===== config.mk =====
export PLATFORM = sky130hd
export DESIGN_NAME = mem_access_unit
export DESIGN_NICKNAME = d
export VERILOG_FILES = /design/src/rtl/mau_pkg.sv /design/src/rtl/load_extract.sv /design/src/rtl/mem_access_unit.sv
export SDC_FILE = /design/constraint.sdc
export NUM_CORES = 1
export LEC_CHECK = 0
export BUFFER_PORTS_ARGS = -buffer_cell sky130_fd_sc_hd__buf_2
export CAP_MARGIN = 25
export CORE_AREA = 2 2 153 155
export CTS_CLUSTER_DIAMETER = 50
export CTS_CLUSTER_SIZE = 25
export DETAILED_ROUTE_END_ITERATION = 8
export DIE_AREA = 0 0 155 157
export PLACE_DENSITY = 0.71
export SYNTH_ARGS = -nofsm -noshare
export SYNTH_HDL_FRONTEND = slang
export SYNTH_SLANG_ARGS = --single-unit
export TNS_END_PERCENT = 50

===== constraint.sdc =====
create_clock -name clk -period 2.95 [get_ports clk]
set_input_delay 0.59 -clock clk [delete_from_list [all_inputs] [get_ports clk]]
set_output_delay 0.59 -clock clk [all_outputs]
set_load 0.05 [all_outputs]

===== src/rtl/mau_pkg.sv =====
// ============================================================================
// mau_pkg : shared types, memwrite codes and op-decode helpers for
//           mem_access_unit.
// Rev 1.0 : initial release
// ============================================================================
`default_nettype none

package mau_pkg;

  typedef enum logic [3:0] {
    LB  = 4'd0,
    LBU = 4'd1,
    LW  = 4'd2,
    LWU = 4'd3,
    LD  = 4'd4,
    SB  = 4'd8,
    SW  = 4'd9,
    SD  = 4'd10
  } lsu_op_t;

  localparam logic [1:0] MW_NONE = 2'd0;
  localparam logic [1:0] MW_W    = 2'd1;
  localparam logic [1:0] MW_B    = 2'd2;
  localparam logic [1:0] MW_D    = 2'd3;

  typedef enum logic [1:0] {
    S_IDLE   = 2'd0,
    S_ACCESS = 2'd1,
    S_RESP   = 2'd2
  } st_t;

  function automatic logic op_legal(input logic [3:0] op);
    case (op)
      LB, LBU, LW, LWU, LD, SB, SW, SD: return 1'b1;
      default:                          return 1'b0;
    endcase
  endfunction

  function automatic logic op_store(input logic [3:0] op);
    return (op == SB) || (op == SW) || (op == SD);
  endfunction

  function automatic logic [1:0] store_mw(input logic [3:0] op);
    case (op)
      SB:      return MW_B;
      SW:      return MW_W;
      SD:      return MW_D;
      default: return MW_NONE;
    endcase
  endfunction

  function automatic logic op_misaligned(input logic [3:0] op, input logic [2:0] lo);
    case (op)
      LW, LWU, SW: return lo[1:0] != 2'b00;
      LD, SD:      return lo != 3'b000;
      default:     return 1'b0;
    endcase
  endfunction

endpackage

`default_nettype wire


===== src/rtl/load_extract.sv =====
// ============================================================================
// load_extract : combinational big-endian lane select and sign/zero extension
//                of a load result.
// Rev 1.0 : initial release
// ============================================================================
`default_nettype none

module load_extract
  import mau_pkg::*;
#(
  parameter int N = 64
) (
  input  logic [3:0]   op,
  input  logic [1:0]   addr_lo,
  input  logic [N-1:0] readdata,
  output logic [N-1:0] rdata
);

  logic [31:0] word;
  logic [7:0]  lane;

  assign word = readdata[31:0];

  // Byte 0 of a word is its most significant lane.
  always_comb begin
    case (addr_lo)
      2'd0:    lane = word[31:24];
      2'd1:    lane = word[23:16];
      2'd2:    lane = word[15:8];
      default: lane = word[7:0];
    endcase
  end

  always_comb begin
    rdata = '0;
    case (op)
      LB:      rdata = {{(N-8){lane[7]}}, lane};
      LBU:     rdata = {{(N-8){1'b0}}, lane};
      LW:      rdata = {{(N-32){word[31]}}, word};
      LWU:     rdata = {{(N-32){1'b0}}, word};
      LD:      rdata = readdata;
      default: rdata = '0;
    endcase
  end

endmodule

`default_nettype wire


===== src/rtl/mem_access_unit.sv =====
// ============================================================================
// mem_access_unit : single-outstanding load/store initiator for a 64-bit
//                   big-endian data memory. Optional MISALIGN_TRAP_EN macro
//                   traps misaligned word/dword accesses.
// Rev 1.0 : initial release
// ============================================================================
`default_nettype none

module mem_access_unit
  import mau_pkg::*;
#(
  parameter int N = 64
) (
  input  logic         clk,
  input  logic         reset_n,
  input  logic         req_valid,
  output logic         req_ready,
  input  logic [3:0]   req_op,
  input  logic [N-1:0] req_addr,
  input  logic [N-1:0] req_wdata,
  output logic         rsp_valid,
  input  logic         rsp_ready,
  output logic [N-1:0] rsp_rdata,
  output logic         rsp_err,
  output logic         dword,
  output logic [1:0]   memwrite,
  output logic [N-1:0] dataadr,
  output logic [N-1:0] writedata,
  input  logic [N-1:0] readdata
);

  st_t          state, next_state;
  logic [3:0]   op_q;
  logic [N-1:0] addr_q;
  logic [N-1:0] wdata_q;
  logic [N-1:0] rdata_q;
  logic         err_q;

  logic         misalign;
  logic         err_now;
  logic         is_store;
  logic [N-1:0] ext;

`ifdef MISALIGN_TRAP_EN
  assign misalign = op_misaligned(op_q, addr_q[2:0]);
`else
  assign misalign = 1'b0;
`endif

  assign err_now  = !op_legal(op_q) || misalign;
  assign is_store = op_store(op_q);

  load_extract #(.N(N)) u_load_extract (
    .op       (op_q),
    .addr_lo  (addr_q[1:0]),
    .readdata (readdata),
    .rdata    (ext)
  );

  always_ff @(posedge clk or negedge reset_n) begin
    if (!reset_n) begin
      state <= S_IDLE;
    end else begin
      state <= next_state;
    end
  end

  always_ff @(posedge clk or negedge reset_n) begin
    if (!reset_n) begin
      op_q    <= '0;
      addr_q  <= '0;
      wdata_q <= '0;
      rdata_q <= '0;
      err_q   <= 1'b0;
    end else begin
      if (state == S_IDLE && req_valid) begin
        op_q    <= req_op;
        addr_q  <= req_addr;
        wdata_q <= req_wdata;
      end
      if (state == S_ACCESS) begin
        rdata_q <= (err_now || is_store) ? '0 : ext;
        err_q   <= err_now;
      end
    end
  end

  // memwrite/dword come only from registered state so a reset drops them at once.
  always_comb begin
    next_state = state;
    req_ready  = 1'b0;
    rsp_valid  = 1'b0;
    memwrite   = MW_NONE;
    dword      = 1'b0;
    case (state)
      S_IDLE: begin
        req_ready = 1'b1;
        if (req_valid) next_state = S_ACCESS;
      end
      S_ACCESS: begin
        next_state = S_RESP;
        if (is_store && !err_now) memwrite = store_mw(op_q);
        dword = (op_q == LD) && !err_now;
      end
      S_RESP: begin
        rsp_valid = 1'b1;
        if (rsp_ready) next_state = S_IDLE;
      end
      default: next_state = S_IDLE;
    endcase
  end

  assign dataadr   = addr_q;
  assign writedata = wdata_q;
  assign rsp_rdata = rdata_q;
  assign rsp_err   = err_q;

endmodule

`default_nettype wire


==> results of run 1 <==
[through the flow]
stage,area [µm²],hold WS (ns),utilization (%)
finish,10680,0.1369,47.46
global placement,10090,0.4668,44.84
floorplan,7772,0.2944,-
CTS,10680,0.1757,47.46
detailed placement,10090,0.4643,44.84
global route,10680,0.1785,47.46
[final timing paths]
| check | end | slack [ns] | start | cells after the start |
|---|---|---|---|---|
| min reg2reg | rsp_err | 0.48 | rsp_err | 2 |
| min in group clk | state[1] | 0.38 | rsp_ready | 2 |
| max reg2reg | rsp_rdata[24] | 0.65 | dataadr[0] | 4 |
| max in group asynchronous | dataadr[57] | 2.07 | reset_n | 2 |
| min | rsp_rdata[0] | 0.14 | reset_n | 1 |
| max | dword | 0.16 | op_q[1] | 3 |
[registers in the layout, indices dropped and copies added, names as in the netlist]
register,count
dataadr,64
writedata,64
rsp_err,1
rsp_rdata,64
op_q,4
state,2
[critical path, delay by kind of cell (launching register included)]
kind          cells  cell delay, ns
buf+inv           1            0.33
flops             1            0.51
simple gates      2            0.93
[layout by cell type, fill, tap and decap left out, types with 2 or more instances in the layout]
| cell | count |
|---|---|
| nand3b_1 | 2 |
| o21ai_0 | 2 |
| clkinv_8 | 2 |
| nor2_1 | 11 |
| a221o_2 | 20 |
| inv_6 | 6 |
| clkinv_4 | 2 |
| buf_12 | 3 |
| mux2i_1 | 8 |
| a21oi_1 | 2 |
| mux2_2 | 142 |
| clkbuf_16 | 17 |
| a221o_1 | 44 |
| dfrtp_1 | 199 |
| inv_8 | 2 |
| nor3_1 | 4 |
| buf_2 | 396 |
| buf_4 | 12 |
[layout make-up]
cell class	instances	area, µm²
sequential	199	4980
clock inverter	14	160.2
timing repair buffer	412	2146
clock buffer	18	429.2
fill	2092	11820
multi-input combinational	252	2604
tap	285	356.6
inverter	1	3.754
[synthesized netlist by cell type (all sizes together)]
library cell,count
inv,1
a221o,64
buf,26
nor3,6
or4,1
nand2,1
nand2b,3
o21ai,2
and2,1
xnor2,1
o31ai,1
nand3,1
nand3b,2
clkbuf,11
mux2,142
a21oi,2
mux2i,8
o22a,1
o21a,1
a31oi,1
or4b,1
nor2,12
a211o,1
dfrtp,199
[cell families after synthesis]
kind of cell           Yosys count  synth area share [%]
XOR/XNOR                         1                0.1127
AO/OA/AOI/OAI                   73                 9.514
buffers and inverters           38                 2.495
multiplexers                   150                 21.60
flip-flops                     199                 64.07
AND/OR/NAND/NOR                 28                 2.205
[metal layers]
metal	GRT usage, %	share of wire [%]	vias up	wire length, µm
li1	-	-	2629	-
met1	21.29	40	2918	8604
met2	29.27	50	266	10760
met3	5.314	7.7	22	1654
met4	5.159	1.7	0	365
met5	0	0	-	0
==> results_tabular.tex, run 1 <==
\begin{tabular}{lr}
\hline
Metric & Value \\
\hline
\multicolumn{2}{l}{\textbf{Worst setup path}} \\
Critical path arrival & 2.20 ns \\
Type of element launching the critical path & register \\
Data required time at the worst endpoint & 2.36 ns \\
Biggest fanout along the worst timing path & 11 \\
Type of destination of the critical path & output port \\
Worst Path Class, Setup & reg2out \\
Cell-by-cell listing of the critical path & or4b\_1 -> nor2\_2 -> buf\_2 \\
CP max stage delay & 0.65 ns \\
Master of the slowest instance on the critical path & or4b\_1 \\
\multicolumn{2}{l}{\textbf{Global routing}} \\
Total routing resource utilization after global routing & 17.27\% \\
Total congestion overflow after global routing & 0 \\
Maximum number of pins on one net before global-route repair & 72 \\
First-pass GRT wire length & 33,060 µm \\
Via count of the first global-routing pass & 6,171 \\
Number of antenna violations at the first check in global routing & 0 \\
\multicolumn{2}{l}{\textbf{Floorplanning}} \\
Placeable core region & 22,500 µm² \\
Die extent in x & 155 µm \\
Number of top-level pins & 398 \\
Total number of placement rows & 55 \\
Area enclosed by the die boundary & 24,340 µm² \\
Effective utilization at floorplan & 34.54\% \\
Die height & 157 µm \\
\multicolumn{2}{l}{\textbf{Placed design}} \\
Worst Setup Slack post-DPL & 0.6070 ns \\
Placed insts & 1,149 \\
Sum of net half-perimeters after detailed placement & 16,080 µm \\
Number of port buffers & 397 \\
Final estimated routing congestion in global placement & 0.8096 \\
\multicolumn{2}{l}{\textbf{Clock tree}} \\
Number of clock sinks & 199 \\
Clock tree from TritonCTS & built \\
Maximum count of clock buffers along a single path & 2 \\
Clock latency on the worst-skew pair & 0.43 ns \\
Post-CTS Setup Inserts & 0 \\
Count of hold-fix buffers inserted at cts & 0 \\
Worst-path clk slew & 0.08 ns \\
Total of cells resized after clock tree synthesis & 0 \\
H-tree levels & 4 \\
Root Driver & clkbuf\_16 \\
Num CTS Buffers & 17 \\
\multicolumn{2}{l}{\textbf{Logic synthesis}} \\
Syn. warnings & 0 \\
Average cell area after synthesis & 15.89 µm² \\
Number of storage elements in the synthesis netlist & 199 \\
Cell type with the highest aggregate area in the netlist & dfrtp\_1 \\
Number of distinct library cell variants in the gate-level netlist after synthesis & 32 \\
Synthesized netlist cell count & 489 \\
Cell types occupying the most area after synthesis & dfrtp\_1, mux2\_2, a221o\_1 \\
Post-synth top area share & 64.07\% \\
Sequential element share of the synthesized area & 64.07\% \\
Net count of the mapped netlist & 689 \\
Cell area after synthesis & 7772 µm² \\
\multicolumn{2}{l}{\textbf{STA}} \\
Hold Vio Cnt, Final & 0 \\
Number of setup violations in the final report & 0 \\
Final worst path period share & 94.51\% \\
Slew HR & 34.43\% \\
Max Clock Skew & 0.01250 ns \\
Least-Margin Pin Slew & 0.9804 ns \\
RSZ-0062 raised after global routing & false \\
Max-slew violation count & 0 \\
Post-route setup slack & 0.1620 ns \\
Final worst path period need & 2.788 ns \\
Post-Route Setup TNS & 0 ns \\
Maximum frequency from static timing analysis & 0.3587 GHz \\
\multicolumn{2}{l}{\textbf{Status}} \\
Run status & complete, no violations \\
\multicolumn{2}{l}{\textbf{Final layout}} \\
Ant diodes & 0 \\
Cell Count, Final, Fillers Out & 1,181 \\
Post-layout nets & 1,083 \\
Fraction of final layout cells sized beyond drive strength 1 & 68.42\% \\
Area grow syn2layout & 37.40\% \\
\multicolumn{2}{l}{\textbf{Routing}} \\
TritonRoute pass-1 iters & 4 \\
Post-detailed-routing wire length & 21,380 µm \\
DRC viols & 0 \\
ANT nets after route & 0 \\
Average wire per cell in the routed design & 18.10 µm \\
Via-per-instance ratio & 4.941 \\
Total via count after detailed routing & 5,835 \\
Drt first-iter violations & 355 \\
\multicolumn{2}{l}{\textbf{Run}} \\
Max-capacitance violation count & 0 \\
\multicolumn{2}{l}{\textbf{Worst hold path}} \\
Worst min path class & in2async \\
\hline
\end{tabular}
Power of run 1 is left out: the tool's default activity adds up to more than one toggle a clock period on the data nets, which glitch-free logic cannot reach.
==> run 2, diff against run 1 <==
--- a/config.mk
+++ b/config.mk
@@ -5,14 +5,14 @@
 export SDC_FILE = /design/constraint.sdc
 export NUM_CORES = 1
 export LEC_CHECK = 0
-export BUFFER_PORTS_ARGS = -buffer_cell sky130_fd_sc_hd__buf_2
 export CAP_MARGIN = 25
 export CORE_AREA = 2 2 153 155
 export CTS_CLUSTER_DIAMETER = 50
 export CTS_CLUSTER_SIZE = 25
 export DETAILED_ROUTE_END_ITERATION = 8
 export DIE_AREA = 0 0 155 157
-export PLACE_DENSITY = 0.71
+export DONT_BUFFER_PORTS = 1
+export PLACE_DENSITY = 0.56
 export SYNTH_ARGS = -nofsm -noshare
 export SYNTH_HDL_FRONTEND = slang
 export SYNTH_SLANG_ARGS = --single-unit
==> run 2 against run 1 <==
The flow now finishes with violations (negative hold slack); hold slack got worse by 0.29 ns; flip-flop and latch count unchanged; global-route usage decreased by 1.9 points; first-iteration DRC count decreased by 25%; via count decreased by 25%.
==> results_tabular.tex, run 2 (synthesized netlist as in run 1, its figures left out) <==
\begin{tabular}{lr}
\hline
Metric & Value \\
\hline
\multicolumn{2}{l}{\textbf{STA}} \\
Post-Route Setup TNS & 0 ns (unchanged) \\
Max-slew violation count & 0 (unchanged) \\
Number of setup violations in the final report & 0 (unchanged) \\
Final worst path period need & 2.593 ns (was 2.788 ns) \\
Max Clock Skew & 0.01296 ns (was 0.01250 ns) \\
Least-Margin Pin Slew & 0.9342 ns (was 0.9804 ns) \\
Hold Vio Cnt, Final & 199 (was 0) \\
Final worst path period share & 87.90\% (was 94.51\%) \\
RSZ-0062 raised after global routing & false (unchanged) \\
Slew HR & 37.24\% (was 34.43\%) \\
Maximum frequency from static timing analysis & 0.3857 GHz (was 0.3587 GHz) \\
Worst Hold Margin & -0.1509 ns (was 0.1369 ns) \\
\multicolumn{2}{l}{\textbf{Clock tree}} \\
Clock latency on the worst-skew pair & 0.43 ns (about the same) \\
Number of clock sinks & 199 (unchanged) \\
Maximum count of clock buffers along a single path & 2 (unchanged) \\
Post-CTS Setup Inserts & 0 (unchanged) \\
Num CTS Buffers & 17 (unchanged) \\
Worst-path clk slew & 0.08 ns (about the same) \\
H-tree levels & 4 (unchanged) \\
Root Driver & clkbuf\_16 (unchanged) \\
Clock tree from TritonCTS & built (unchanged) \\
Total of cells resized after clock tree synthesis & 0 (unchanged) \\
\multicolumn{2}{l}{\textbf{Routing}} \\
DRC viols & 0 (unchanged) \\
TritonRoute pass-1 iters & 4 (unchanged) \\
ANT nets after route & 0 (unchanged) \\
Total via count after detailed routing & 4,382 (was 5,835) \\
Drt first-iter violations & 267 (was 355) \\
Average wire per cell in the routed design & 24.94 µm (was 18.10 µm) \\
Post-detailed-routing wire length & 19,460 µm (was 21,380 µm) \\
Via-per-instance ratio & 5.618 (was 4.941) \\
\multicolumn{2}{l}{\textbf{Final layout}} \\
Area grow syn2layout & 11.17\% (was 37.40\%) \\
Fillers & 2,052 (was 2,092) \\
Most frequent cells in the layout & dfrtp\_1, mux2\_2, a221o\_1 (was buf\_2, dfrtp\_1, mux2\_2) \\
Fraction of final layout cells sized beyond drive strength 1 & 42.83\% (was 68.42\%) \\
Most frequent standard cell in the layout excluding fill and tap cells & dfrtp\_1 (was buf\_2) \\
Ant diodes & 0 (unchanged) \\
Post-layout nets & 682 (was 1,083) \\
\multicolumn{2}{l}{\textbf{Run}} \\
Max-capacitance violation count & 0 (unchanged) \\
\multicolumn{2}{l}{\textbf{Worst setup path}} \\
Type of element launching the critical path & register (unchanged) \\
Critical path arrival & 2.00 ns (was 2.20 ns) \\
Worst Path Class, Setup & reg2out (unchanged) \\
Data required time at the worst endpoint & 2.36 ns (about the same) \\
Type of destination of the critical path & output port (unchanged) \\
Biggest fanout along the worst timing path & 11 (unchanged) \\
\multicolumn{2}{l}{\textbf{Floorplanning}} \\
Placeable core region & 22,500 µm² (unchanged) \\
Effective utilization at floorplan & 34.54\% (unchanged) \\
Area enclosed by the die boundary & 24,340 µm² (unchanged) \\
Number of top-level pins & 398 (unchanged) \\
Die extent in x & 155 µm (unchanged) \\
Die height & 157 µm (unchanged) \\
Total number of placement rows & 55 (unchanged) \\
\multicolumn{2}{l}{\textbf{Placed design}} \\
Number of port buffers & 0 (was 397) \\
Sum of net half-perimeters after detailed placement & 13,950 µm (was 16,080 µm) \\
Final estimated routing congestion in global placement & 0.7587 (was 0.8096) \\
\multicolumn{2}{l}{\textbf{Global routing}} \\
Maximum number of pins on one net before global-route repair & 200 (was 72) \\
Total routing resource utilization after global routing & 15.37\% (was 17.27\%) \\
First-pass GRT wire length & 28,540 µm (was 33,060 µm) \\
Total congestion overflow after global routing & 0 (unchanged) \\
Number of antenna violations at the first check in global routing & 2 (was 0) \\
Via count of the first global-routing pass & 4,739 (was 6,171) \\
\multicolumn{2}{l}{\textbf{Status}} \\
Violations in the final reports & negative hold slack \\
Run status & finished, violations left (was complete, no violations) \\
\multicolumn{2}{l}{\textbf{Worst hold path}} \\
Worst min path class & in2async (unchanged) \\
\hline
\end{tabular}
==> run 2: area by class of cell <==
cell class	count	area (µm²)	share of cell area, %
multi-input combinational	252	2614	30.25
sequential	199	4980	57.63
timing repair buffer	11	95.09	1.100
clock inverter	13	158.9	1.839
tap	285	356.6	4.127
inverter	1	3.754	0.04344
clock buffer	19	432.9	5.010
==> run 2: per-stage QoR <==
step / cell area, µm² / setup slack, ns / hold slack, ns / util, % / std cells
2_1_floorplan: 7772 / 0.6041 / 0.2944 / - / 489
3_3_place_gp: 8049 / 0.8200 / 0.3024 / 35.77 / 748
3_5_place_dp: 8049 / 0.7910 / 0.3000 / 35.77 / 748
4_1_cts: 8641 / 0.3165 / -0.1741 / 38.40 / 780
5_1_grt: 8641 / 0.2433 / -0.1937 / 38.40 / 780
6_report: 8641 / 0.3570 / -0.1509 / 38.40 / 780
==> run 2: worst paths after layout <==
| path | start | cells after the start | slack [ns] | end |
|---|---|---|---|---|
| max reg2reg | op_q[2] | 3 | 0.76 | rsp_rdata[17] |
| max | op_q[1] | 2 | 0.36 | dword |
| min reg2reg | state[1] | 2 | 0.64 | state[1] |
| min in group clk | rsp_ready | 1 | 0.27 | state[1] |
| min | reset_n | 0 | -0.15 | dataadr[43] |
| max in group asynchronous | reset_n | 0 | 2.84 | rsp_rdata[22] |
==> run 2: critical path, cell delays in order, from the launching register on <==
cell and delay (ns):
dfrtp_1 0.52, or4b_1 0.67, nor2_4 0.39
==> run 2: layer usage <==
metal	part of all wire [%]	vias to the layer above	global-route usage, %	routed length (µm)
met2	51	286	26.67	10000
li1	-	1822	-	-
met4	2.1	2	6.393	403
met3	11	23	6.608	2073
met5	0.067	-	0	13
met1	36	2249	16.48	6961
Power of run 2 is left out for the same reason.
==> run 3, diff against run 2 <==
--- a/config.mk
+++ b/config.mk
@@ -7,6 +7,7 @@
 export LEC_CHECK = 0
 export CAP_MARGIN = 25
 export CORE_AREA = 2 2 153 155
+export CTS_BUF_LIST = sky130_fd_sc_hd__clkbuf_8
 export CTS_CLUSTER_DIAMETER = 50
 export CTS_CLUSTER_SIZE = 25
 export DETAILED_ROUTE_END_ITERATION = 8
==> run 3 against run 2 <==
The run still ends with negative hold slack left; clock-buffer cell count down 2; core utilization fell by 0.85 points; global-route usage decreased by 0.12 points; non-clock buffer count unchanged; via count down 0.68%; sequential share of layout area up 1.3 points; design area fell by 2.2%; cell count unchanged.
==> results_tabular.tex, run 3 (synthesized netlist as in run 1, its figures left out) <==
\begin{tabular}{lr}
\hline
Metric & Value \\
\hline
\multicolumn{2}{l}{\textbf{Status}} \\
Run status & finished, violations left (unchanged) \\
Violations in the final reports & negative hold slack (unchanged) \\
\multicolumn{2}{l}{\textbf{Floorplanning}} \\
Area enclosed by the die boundary & 24,340 µm² (unchanged) \\
Number of top-level pins & 398 (unchanged) \\
Total number of placement rows & 55 (unchanged) \\
Die height & 157 µm (unchanged) \\
Effective utilization at floorplan & 34.54\% (unchanged) \\
Die extent in x & 155 µm (unchanged) \\
Placeable core region & 22,500 µm² (unchanged) \\
\multicolumn{2}{l}{\textbf{STA}} \\
Slew HR & 36.64\% (was 37.24\%) \\
Worst Hold Margin & -0.1813 ns (was -0.1509 ns) \\
Maximum frequency from static timing analysis & 0.3787 GHz (was 0.3857 GHz) \\
Final worst path period need & 2.640 ns (was 2.593 ns) \\
Hold Vio Cnt, Final & 199 (unchanged) \\
Post-Route Setup TNS & 0 ns (unchanged) \\
Number of setup violations in the final report & 0 (unchanged) \\
Max Clock Skew & 0.01592 ns (was 0.01296 ns) \\
Max-slew violation count & 0 (unchanged) \\
Final worst path period share & 89.50\% (was 87.90\%) \\
Least-Margin Pin Slew & 0.9431 ns (was 0.9342 ns) \\
RSZ-0062 raised after global routing & false (unchanged) \\
\multicolumn{2}{l}{\textbf{Global routing}} \\
First-pass GRT wire length & 28,320 µm (was 28,540 µm) \\
Maximum number of pins on one net before global-route repair & 200 (unchanged) \\
Via count of the first global-routing pass & 4,739 (unchanged) \\
Total routing resource utilization after global routing & 15.25\% (was 15.37\%) \\
Number of antenna violations at the first check in global routing & 2 (unchanged) \\
Total congestion overflow after global routing & 0 (unchanged) \\
\multicolumn{2}{l}{\textbf{Final layout}} \\
Ant diodes & 0 (unchanged) \\
Sequential cell area & 4980 µm² (unchanged) \\
Post-layout nets & 682 (unchanged) \\
Fraction of final layout cells sized beyond drive strength 1 & 42.83\% (unchanged) \\
Most frequent cells in the layout & dfrtp\_1, mux2\_2, a221o\_1 (unchanged) \\
Most frequent standard cell in the layout excluding fill and tap cells & dfrtp\_1 (unchanged) \\
Area grow syn2layout & 8.709\% (was 11.17\%) \\
Area taken by multi-input logic gates & 2614 µm² (unchanged) \\
Fillers & 2,065 (was 2,052) \\
\multicolumn{2}{l}{\textbf{Routing}} \\
TritonRoute pass-1 iters & 4 (unchanged) \\
Average wire per cell in the routed design & 24.89 µm (was 24.94 µm) \\
DRC viols & 0 (unchanged) \\
Via-per-instance ratio & 5.579 (was 5.618) \\
Drt first-iter violations & 268 (was 267) \\
Post-detailed-routing wire length & 19,410 µm (was 19,460 µm) \\
Total via count after detailed routing & 4,352 (was 4,382) \\
ANT nets after route & 0 (unchanged) \\
\multicolumn{2}{l}{\textbf{Clock tree}} \\
Maximum count of clock buffers along a single path & 2 (unchanged) \\
Clock latency on the worst-skew pair & 0.45 ns (was 0.43 ns) \\
Worst-path clk slew & 0.11 ns (was 0.08 ns) \\
Num CTS Buffers & 17 (unchanged) \\
Number of clock sinks & 199 (unchanged) \\
Root Driver & clkbuf\_8 (was clkbuf\_16) \\
Clock tree from TritonCTS & built (unchanged) \\
H-tree levels & 4 (unchanged) \\
\multicolumn{2}{l}{\textbf{Worst setup path}} \\
Cell-by-cell listing of the critical path & or4b\_1 -> nor2\_4 (unchanged) \\
Biggest fanout along the worst timing path & 11 (unchanged) \\
Type of element launching the critical path & register (unchanged) \\
CP max stage delay & 0.68 ns (was 0.67 ns) \\
Type of destination of the critical path & output port (unchanged) \\
Cell family contributing the most delay on the critical path & simple AND/OR/NAND/NOR gates (unchanged) \\
Buffers \& Inverters on Critical Path & 0 (unchanged) \\
Critical path arrival & 2.05 ns (was 2.00 ns) \\
Data required time at the worst endpoint & 2.36 ns (about the same) \\
Master of the slowest instance on the critical path & or4b\_1 (unchanged) \\
Worst Path Class, Setup & reg2out (unchanged) \\
\multicolumn{2}{l}{\textbf{Run}} \\
Max-capacitance violation count & 0 (unchanged) \\
\multicolumn{2}{l}{\textbf{Placed design}} \\
Sum of net half-perimeters after detailed placement & 13,950 µm (unchanged) \\
Final estimated routing congestion in global placement & 0.7587 (unchanged) \\
Number of port buffers & 0 (unchanged) \\
\multicolumn{2}{l}{\textbf{Worst hold path}} \\
Worst min path class & in2async (unchanged) \\
\hline
\end{tabular}
[run 3: cell type report]
type	count	share of cell area, %
Clock buffer	17	2.769
Clock inverter	15	1.970
Inverter	1	0.04442
Multi-Input combinational cell	252	30.93
Sequential cell	199	58.94
Tap cell	285	4.220
Timing Repair Buffer	11	1.125
[run 3: layer usage]
metal,up-vias,global-route usage [%],wire (µm)
met1,2221,16.47,6909
li1,1823,-,-
met4,2,5.864,382
met3,19,6.608,2090
met5,-,0,13
met2,287,26.52,10020
[run 3: metrics by stage]
step	instance area (µm²)	hold WS (ns)	setup slack [ns]	std cells	utilization, %
floorplan	7772	0.2944	0.6041	489	-
global placement	8049	0.3024	0.8200	748	35.77
detailed placement	8049	0.3000	0.7910	748	35.77
CTS	8449	-0.2350	0.2570	780	37.55
global route	8449	-0.2483	0.1929	780	37.55
finish	8449	-0.1813	0.3096	780	37.55
[run 3: worst reg2reg max path, stage by stage, from the launching register on]
cell	delay, ns
dfrtp_1	0.53
or4_4	0.61
nor3_4	0.75
a221o_2	0.24
[run 3: final timing paths]
check | depth (start not counted) | from | to | slack, ns
setup / recovery | 2 | op_q[1] | dword | 0.31
hold / removal | 0 | reset_n | dataadr[43] | -0.18
setup reg to reg | 3 | op_q[2] | rsp_rdata[16] | 0.76
hold reg to reg | 2 | state[1] | state[1] | 0.65
max in group asynchronous | 0 | reset_n | rsp_rdata[15] | 2.92
min in group clk | 1 | rsp_ready | state[1] | 0.24
[run 3: what timing repair did]
item | in CTS | in global routing
buffers inserted | 0 | 0
gates resized for setup | 0 | 0
endpoints found under the hold margin | 199 | 199
Power of run 3 is left out for the same reason.
